--- config.mk ---
export PLATFORM = sky130hd
export DESIGN_NAME = cpu_axi_master_flat
export DESIGN_NICKNAME = d
export VERILOG_FILES = /design/src/rtl/cpu_axi_master_if.sv /design/src/rtl/cpu_axi_master.sv /design/src/flat_wrapper.sv
export SDC_FILE = /design/constraint.sdc
export NUM_CORES = 1
export LEC_CHECK = 0
export ABC_AREA = 0
export ABC_CLOCK_PERIOD_IN_PS = 3400
export BUFFER_PORTS_ARGS = -buffer_cell sky130_fd_sc_hd__buf_2
export CAP_MARGIN = 40
export CORE_AREA = 2 2 110 112
export CTS_BUF_LIST = sky130_fd_sc_hd__clkbuf_8
export CTS_CLUSTER_SIZE = 24
export DETAILED_ROUTE_END_ITERATION = 8
export DIE_AREA = 0 0 112 114
export GPL_ROUTABILITY_DRIVEN = 0
export PLACE_DENSITY = 0.78
export RECOVER_POWER = 25
export SLEW_MARGIN = 20
export SYNTH_ARGS = -nofsm -noshare
export SYNTH_HDL_FRONTEND = slang
export SYNTH_SLANG_ARGS = --single-unit
--- constraint.sdc ---
create_clock -name ACLK -period 3.4 [get_ports ACLK]
set_input_delay 0.51 -clock ACLK [delete_from_list [all_inputs] [get_ports ACLK]]
set_output_delay 0.51 -clock ACLK [all_outputs]
set_load 0.005 [all_outputs]
--- src/rtl/cpu_axi_master_if.sv ---
// AXI4 single-beat channel bundle between cpu_axi_master and its slave.
interface cpu_axi_master_if #(
    parameter int ID_BITS = 4
);
    logic [ID_BITS-1:0] AWID;
    logic [31:0]        AWADDR;
    logic [3:0]         AWLEN;
    logic [2:0]         AWSIZE;
    logic [1:0]         AWBURST;
    logic               AWVALID;
    logic               AWREADY;

    logic [31:0]        WDATA;
    logic [3:0]         WSTRB;
    logic               WLAST;
    logic               WVALID;
    logic               WREADY;

    logic [ID_BITS-1:0] BID;
    logic [1:0]         BRESP;
    logic               BVALID;
    logic               BREADY;

    logic [ID_BITS-1:0] ARID;
    logic [31:0]        ARADDR;
    logic [3:0]         ARLEN;
    logic [2:0]         ARSIZE;
    logic [1:0]         ARBURST;
    logic               ARVALID;
    logic               ARREADY;

    logic [ID_BITS-1:0] RID;
    logic [31:0]        RDATA;
    logic [1:0]         RRESP;
    logic               RLAST;
    logic               RVALID;
    logic               RREADY;

    modport master (
        output AWID, AWADDR, AWLEN, AWSIZE, AWBURST, AWVALID,
        input  AWREADY,
        output WDATA, WSTRB, WLAST, WVALID,
        input  WREADY,
        input  BID, BRESP, BVALID,
        output BREADY,
        output ARID, ARADDR, ARLEN, ARSIZE, ARBURST, ARVALID,
        input  ARREADY,
        input  RID, RDATA, RRESP, RLAST, RVALID,
        output RREADY
    );

    modport slave (
        input  AWID, AWADDR, AWLEN, AWSIZE, AWBURST, AWVALID,
        output AWREADY,
        input  WDATA, WSTRB, WLAST, WVALID,
        output WREADY,
        output BID, BRESP, BVALID,
        input  BREADY,
        input  ARID, ARADDR, ARLEN, ARSIZE, ARBURST, ARVALID,
        output ARREADY,
        output RID, RDATA, RRESP, RLAST, RVALID,
        input  RREADY
    );
endinterface

--- src/rtl/cpu_axi_master.sv ---
// Single-outstanding AXI4 master: turns the core's held request/stall port
// into one single-beat read (AR/R) or write (AW/W/B) transaction at a time.
module cpu_axi_master #(
    parameter int ID_BITS   = 4,
    parameter int MASTER_ID = 0
) (
    input  logic        ACLK,
    input  logic        ARESETn,
    input  logic        core_req,
    input  logic [31:0] core_addr,
    input  logic [3:0]  core_web,
    input  logic [31:0] core_wdata,
    output logic        core_stall,
    output logic [31:0] core_rdata,
    output logic        core_err,
    cpu_axi_master_if.master axi
);

    typedef enum logic [2:0] {
        IDLE, RD_ADDR, RD_DATA, WR_ADDR, WR_DATA, WR_RESP, DONE
    } state_t;

    // Latched copy of the core request; WSTRB keeps the active-low sense.
    typedef struct packed {
        logic [31:0] addr;
        logic [3:0]  web;
        logic [31:0] wdata;
    } core_req_t;

    state_t    state, state_nxt;
    core_req_t req_q;
    logic      err_q;

    logic ar_hs, r_last_hs, aw_hs, w_hs, b_hs;

    assign ar_hs     = axi.ARVALID && axi.ARREADY;
    assign r_last_hs = axi.RVALID && axi.RREADY && axi.RLAST;
    assign aw_hs     = axi.AWVALID && axi.AWREADY;
    assign w_hs      = axi.WVALID && axi.WREADY;
    assign b_hs      = axi.BVALID && axi.BREADY;

    // State register, cleared asynchronously so an in-flight transaction is dropped.
    always_ff @(posedge ACLK or negedge ARESETn) begin
        if (!ARESETn) state <= IDLE;
        else          state <= state_nxt;
    end

    // Next-state decode; a non-RLAST R beat is accepted but does not advance.
    always_comb begin
        state_nxt = state;
        case (state)
            IDLE:    if (core_req) state_nxt = (core_web != 4'b1111) ? WR_ADDR : RD_ADDR;
            RD_ADDR: if (ar_hs)     state_nxt = RD_DATA;
            RD_DATA: if (r_last_hs) state_nxt = DONE;
            WR_ADDR: if (aw_hs)     state_nxt = WR_DATA;
            WR_DATA: if (w_hs)      state_nxt = WR_RESP;
            WR_RESP: if (b_hs)      state_nxt = DONE;
            DONE:                   state_nxt = IDLE;
            default:                state_nxt = IDLE;
        endcase
    end

    // Request capture in IDLE, response capture on the final R beat or on B.
    always_ff @(posedge ACLK or negedge ARESETn) begin
        if (!ARESETn) begin
            req_q      <= '{addr: 32'h0, web: 4'b1111, wdata: 32'h0};
            core_rdata <= 32'h0;
            err_q      <= 1'b0;
        end else begin
            if (state == IDLE && core_req) begin
                req_q <= '{addr: {core_addr[31:2], 2'b00}, web: core_web, wdata: core_wdata};
            end
            if (state == RD_DATA && r_last_hs) begin
                core_rdata <= axi.RDATA;
                err_q      <= (axi.RRESP != 2'b00);
            end
            if (state == WR_RESP && b_hs) begin
                err_q <= (axi.BRESP != 2'b00);
            end
        end
    end

    // Handshake outputs are pure state decodes: no AXI input reaches them.
    assign axi.ARVALID = (state == RD_ADDR);
    assign axi.RREADY  = (state == RD_DATA);
    assign axi.AWVALID = (state == WR_ADDR);
    assign axi.WVALID  = (state == WR_DATA);
    assign axi.BREADY  = (state == WR_RESP);

    assign axi.ARID    = ID_BITS'(MASTER_ID);
    assign axi.ARADDR  = req_q.addr;
    assign axi.ARLEN   = 4'd0;
    assign axi.ARSIZE  = 3'b010;
    assign axi.ARBURST = 2'b01;

    assign axi.AWID    = ID_BITS'(MASTER_ID);
    assign axi.AWADDR  = req_q.addr;
    assign axi.AWLEN   = 4'd0;
    assign axi.AWSIZE  = 3'b010;
    assign axi.AWBURST = 2'b01;

    assign axi.WDATA   = req_q.wdata;
    assign axi.WSTRB   = req_q.web;
    assign axi.WLAST   = 1'b1;

    assign core_stall = core_req && (state != DONE);
    assign core_err   = err_q && (state == DONE);

    // Response IDs and the byte offset are deliberately ignored.
    logic unused_sig;
    assign unused_sig = ^{core_addr[1:0], axi.RID, axi.BID};

endmodule

--- src/flat_wrapper.sv ---
// flat-port wrapper written by rule: the top's interface ports become plain ports
module cpu_axi_master_flat 
#(
    parameter int ID_BITS   = 4,
    parameter int MASTER_ID = 0
)
  (ACLK, ARESETn, core_req, core_addr, core_web, core_wdata, core_stall, core_rdata, core_err, axi_AWID, axi_AWADDR, axi_AWLEN, axi_AWSIZE, axi_AWBURST, axi_AWVALID, axi_AWREADY, axi_WDATA, axi_WSTRB, axi_WLAST, axi_WVALID, axi_WREADY, axi_BID, axi_BRESP, axi_BVALID, axi_BREADY, axi_ARID, axi_ARADDR, axi_ARLEN, axi_ARSIZE, axi_ARBURST, axi_ARVALID, axi_ARREADY, axi_RID, axi_RDATA, axi_RRESP, axi_RLAST, axi_RVALID, axi_RREADY);
  cpu_axi_master_if #(.ID_BITS(ID_BITS)) axi_i ();
  input  logic ACLK;
  input  logic ARESETn;
  input  logic core_req;
  input  logic [31:0] core_addr;
  input  logic [3:0] core_web;
  input  logic [31:0] core_wdata;
  output logic core_stall;
  output logic [31:0] core_rdata;
  output logic core_err;
  output wire logic [$bits(axi_i.AWID)-1:0] axi_AWID;
  output wire logic [$bits(axi_i.AWADDR)-1:0] axi_AWADDR;
  output wire logic [$bits(axi_i.AWLEN)-1:0] axi_AWLEN;
  output wire logic [$bits(axi_i.AWSIZE)-1:0] axi_AWSIZE;
  output wire logic [$bits(axi_i.AWBURST)-1:0] axi_AWBURST;
  output wire logic [$bits(axi_i.AWVALID)-1:0] axi_AWVALID;
  input wire logic [$bits(axi_i.AWREADY)-1:0] axi_AWREADY;
  output wire logic [$bits(axi_i.WDATA)-1:0] axi_WDATA;
  output wire logic [$bits(axi_i.WSTRB)-1:0] axi_WSTRB;
  output wire logic [$bits(axi_i.WLAST)-1:0] axi_WLAST;
  output wire logic [$bits(axi_i.WVALID)-1:0] axi_WVALID;
  input wire logic [$bits(axi_i.WREADY)-1:0] axi_WREADY;
  input wire logic [$bits(axi_i.BID)-1:0] axi_BID;
  input wire logic [$bits(axi_i.BRESP)-1:0] axi_BRESP;
  input wire logic [$bits(axi_i.BVALID)-1:0] axi_BVALID;
  output wire logic [$bits(axi_i.BREADY)-1:0] axi_BREADY;
  output wire logic [$bits(axi_i.ARID)-1:0] axi_ARID;
  output wire logic [$bits(axi_i.ARADDR)-1:0] axi_ARADDR;
  output wire logic [$bits(axi_i.ARLEN)-1:0] axi_ARLEN;
  output wire logic [$bits(axi_i.ARSIZE)-1:0] axi_ARSIZE;
  output wire logic [$bits(axi_i.ARBURST)-1:0] axi_ARBURST;
  output wire logic [$bits(axi_i.ARVALID)-1:0] axi_ARVALID;
  input wire logic [$bits(axi_i.ARREADY)-1:0] axi_ARREADY;
  input wire logic [$bits(axi_i.RID)-1:0] axi_RID;
  input wire logic [$bits(axi_i.RDATA)-1:0] axi_RDATA;
  input wire logic [$bits(axi_i.RRESP)-1:0] axi_RRESP;
  input wire logic [$bits(axi_i.RLAST)-1:0] axi_RLAST;
  input wire logic [$bits(axi_i.RVALID)-1:0] axi_RVALID;
  output wire logic [$bits(axi_i.RREADY)-1:0] axi_RREADY;
  assign axi_AWID = axi_i.AWID;
  assign axi_AWADDR = axi_i.AWADDR;
  assign axi_AWLEN = axi_i.AWLEN;
  assign axi_AWSIZE = axi_i.AWSIZE;
  assign axi_AWBURST = axi_i.AWBURST;
  assign axi_AWVALID = axi_i.AWVALID;
  assign axi_i.AWREADY = axi_AWREADY;
  assign axi_WDATA = axi_i.WDATA;
  assign axi_WSTRB = axi_i.WSTRB;
  assign axi_WLAST = axi_i.WLAST;
  assign axi_WVALID = axi_i.WVALID;
  assign axi_i.WREADY = axi_WREADY;
  assign axi_i.BID = axi_BID;
  assign axi_i.BRESP = axi_BRESP;
  assign axi_i.BVALID = axi_BVALID;
  assign axi_BREADY = axi_i.BREADY;
  assign axi_ARID = axi_i.ARID;
  assign axi_ARADDR = axi_i.ARADDR;
  assign axi_ARLEN = axi_i.ARLEN;
  assign axi_ARSIZE = axi_i.ARSIZE;
  assign axi_ARBURST = axi_i.ARBURST;
  assign axi_ARVALID = axi_i.ARVALID;
  assign axi_i.ARREADY = axi_ARREADY;
  assign axi_i.RID = axi_RID;
  assign axi_i.RDATA = axi_RDATA;
  assign axi_i.RRESP = axi_RRESP;
  assign axi_i.RLAST = axi_RLAST;
  assign axi_i.RVALID = axi_RVALID;
  assign axi_RREADY = axi_i.RREADY;
  cpu_axi_master #(.ID_BITS(ID_BITS), .MASTER_ID(MASTER_ID)) u_core (.ACLK(ACLK), .ARESETn(ARESETn), .core_req(core_req), .core_addr(core_addr), .core_web(core_web), .core_wdata(core_wdata), .core_stall(core_stall), .core_rdata(core_rdata), .core_err(core_err), .axi(axi_i));
endmodule
==> results.toml <==
[setup_path]
r2r-end = "u_core.core_rdata[0]"
crit_path_end = "u_core.core_rdata[5]"
r2r-start = "u_core.state[0]"
start_kind = "input pin"
crit_path_end_kind = "asynchronous set/reset pin"
rr_worst_depth = 3
critPathKind = "input pin to asynchronous set/reset pin"
crit_required_ns = 3.87
cp_data_arrival_time_ns = 2.73
startpoint = "ARESETn"
crit_fanout = 47
r2r_slack_ns = 1.19

[clock_tree]
hold_buffers = 0
cts_tree = "built"
clock-sinks = 102
cts_buffer_depth = 2
post-cts-setup-buffer-count = 0
clock_latency_ns = 0.36
path_clk_slew_ns = 0.09
root_buffer = "clkbuf_8"
ctsResizeCount = 0
cts_buffers = 9
htreeDepth = 3

[power]
power_density_nw_per_um2 = 901.6
ir_drop_mv = 0.4220
p_leak_nw = 3.011

[die]
die_x_microns = 112
die_h_microns = 114
io-pin-count = 287
dieArea_sq_um = 12770
coreArea_sq_um = 11710
rows = 40
start_util_pct = 39.21

[timing]
report.final.slew_viol_count = 35
slew_headroom_pct = -23.98
setup-violations-final = 0
whs_ns = 0.3702
setup-tns-final_ns = 0
fin_crit_sh_pct = 66.27
max_slew.worst_pin.slew_ns = 1.860
min_period_ns = 2.253
clock_skew_ns = 0.008590
clock.fmax_mhz = 443.8
hold_viol_final = 0
rsz0062_at_grt = "no"

[detailed_routing]
ant_nets = 0
post-route-drc-count = 0
drtIter0Drc = 95
first_pass_iters = 3
vias = 2969
post_drt_via_cell_ratio = 4.405
wl_microns = 9593
wl_per_cell_microns = 14.23

[synthesis]
yosysUniqueCellTypes = 29
synth_top_flop_cell = "dfrtp_1"
synthTopCellsByArea = "dfrtp_1 53%, mux2_2 17%, buf_4 11%"
synth-async-reset-ratio_pct = 100.0
syn_inst = 309
syn_area_per_cell_sq_um = 14.86
synth-seq-cells = 102
synth_top_area_share_pct = 53.41
synth_top_area_cell = "dfrtp_1"
synth_warnings = 0
ys_seq_area_share_pct = 55.69
synth_edf_count = 0
syn_area_sq_um = 4592

[final_layout]
fin_area_sq_um = 5838
diodes = 0
stdcell_count = 674
drive_above_1_share_pct = 70.02
utilization_pct = 49.85
areaGrowthSynthToFinish_pct = 27.14
num-nets-final = 644

[global_routing]
grt_pass1_wl_microns = 15100
track_usage_pct = 15.11
grt_max_degree = 64
antenna_found_initial = 0
grt_overflow_total = 0
first_global_vias = 2962

[hold_path]
hold_class = "input pin to flop"
min-delay-start = "axi_RDATA[10]"

[placement]
dp_hpwl_microns = 7423
place_area_sq_um = 5600
dp.cells = 659
portBuffers = 245

[run]
max_cap_viol_count = 1

[status]
violations = "capacitance limit, slew limit"
status = "finished, violations left"
==> synth_stat cells (3+ instances only) <==
master	count
inv_1	3
nor2_1	3
dfrtp_1	98
dfstp_2	4
mux2_2	70
buf_4	66
and3_1	3
mux2_4	30
mux2i_1	3
nand2_1	3
buf_8	3
==> state kept, by name, summed over array words and instances (netlist names) <==
register           count
u_core.axi.WDATA      32
u_core.err_q           1
u_core.axi.ARADDR     30
u_core.core_rdata     32
u_core.axi.WSTRB       4
u_core.state           3
==> cells by family after synthesis <==
| logic type | after synthesis | synth area share, % |
|---|---|---|
| AND/OR/NAND/NOR | 17 | 2.643 |
| AO/OA/AOI/OAI | 8 | 1.227 |
| flip-flops | 102 | 55.69 |
| multiplexers | 103 | 27.63 |
| other | 2 | 0.1635 |
| buffers and inverters | 77 | 12.64 |
==> power by group <==
part	leakage (nW)	switching, mW	internal [mW]
combinational	1.69	0.810	1.32
clock	0.119	0.401	0.507
sequential	1.21	0.378	1.85
total	3.01	1.59	3.68
==> metal layers <==
metal / GRT usage, % / vias up / wire, microns
met4: 6.748 / 0 / 162
li1: - / 1396 / -
met2: 25.66 / 157 / 4880
met3: 4.304 / 12 / 786
met1: 17.98 / 1404 / 3763
met5: 0 / - / 0
==> cells in the final DEF, fill, tap and decap left out, types with 2 or more instances in the layout <==
| cell type | count |
|---|---|
| nand2_1 | 3 |
| a21oi_1 | 2 |
| buf_2 | 244 |
| dfstp_2 | 4 |
| and3_1 | 3 |
| mux2i_1 | 3 |
| mux2_4 | 30 |
| nand4_1 | 2 |
| clkbuf_8 | 10 |
| conb_1 | 31 |
| inv_1 | 3 |
| mux2_2 | 70 |
| buf_12 | 2 |
| nor2_1 | 3 |
| bufinv_16 | 3 |
| dfrtp_1 | 98 |
==> worst max-delay path, cell delays in order <==
cell      delay, ns
clkbuf_1       1.31
buf_12         0.34
clkbuf_2       0.51
==> stage by stage <==
step / setup slack (ns) / total power [mW]
floorplan: 1.780 / 3.647
global placement: 1.272 / 4.342
detailed placement: 1.208 / 4.420
CTS: 1.192 / 5.359
global route: 0.7507 / 5.635
finish: 1.147 / 5.264
==> final cells by class <==
type	count	area, sq um
multi-input combinational	159	1572
sequential	102	2557
tap	147	183.9
clock buffer	10	137.6
inverter	3	11.26
clock inverter	5	106.4
timing repair buffer	248	1270
fill	1031	5873
==> how the worst min path moves through the flow <==
stage / to / slack [ns] / depth (start not counted)
finish: u_core.core_rdata[10] / 0.37 / 2
global placement: u_core.axi.WDATA[0] / 0.48 / 1
CTS: u_core.core_rdata[17] / 0.07 / 1
floorplan: u_core.axi.ARADDR[10] / 0.21 / 0
global route: u_core.core_rdata[10] / 0.34 / 2
detailed placement: u_core.core_rdata[17] / 0.49 / 1
(Power assumes the default switching activity.)
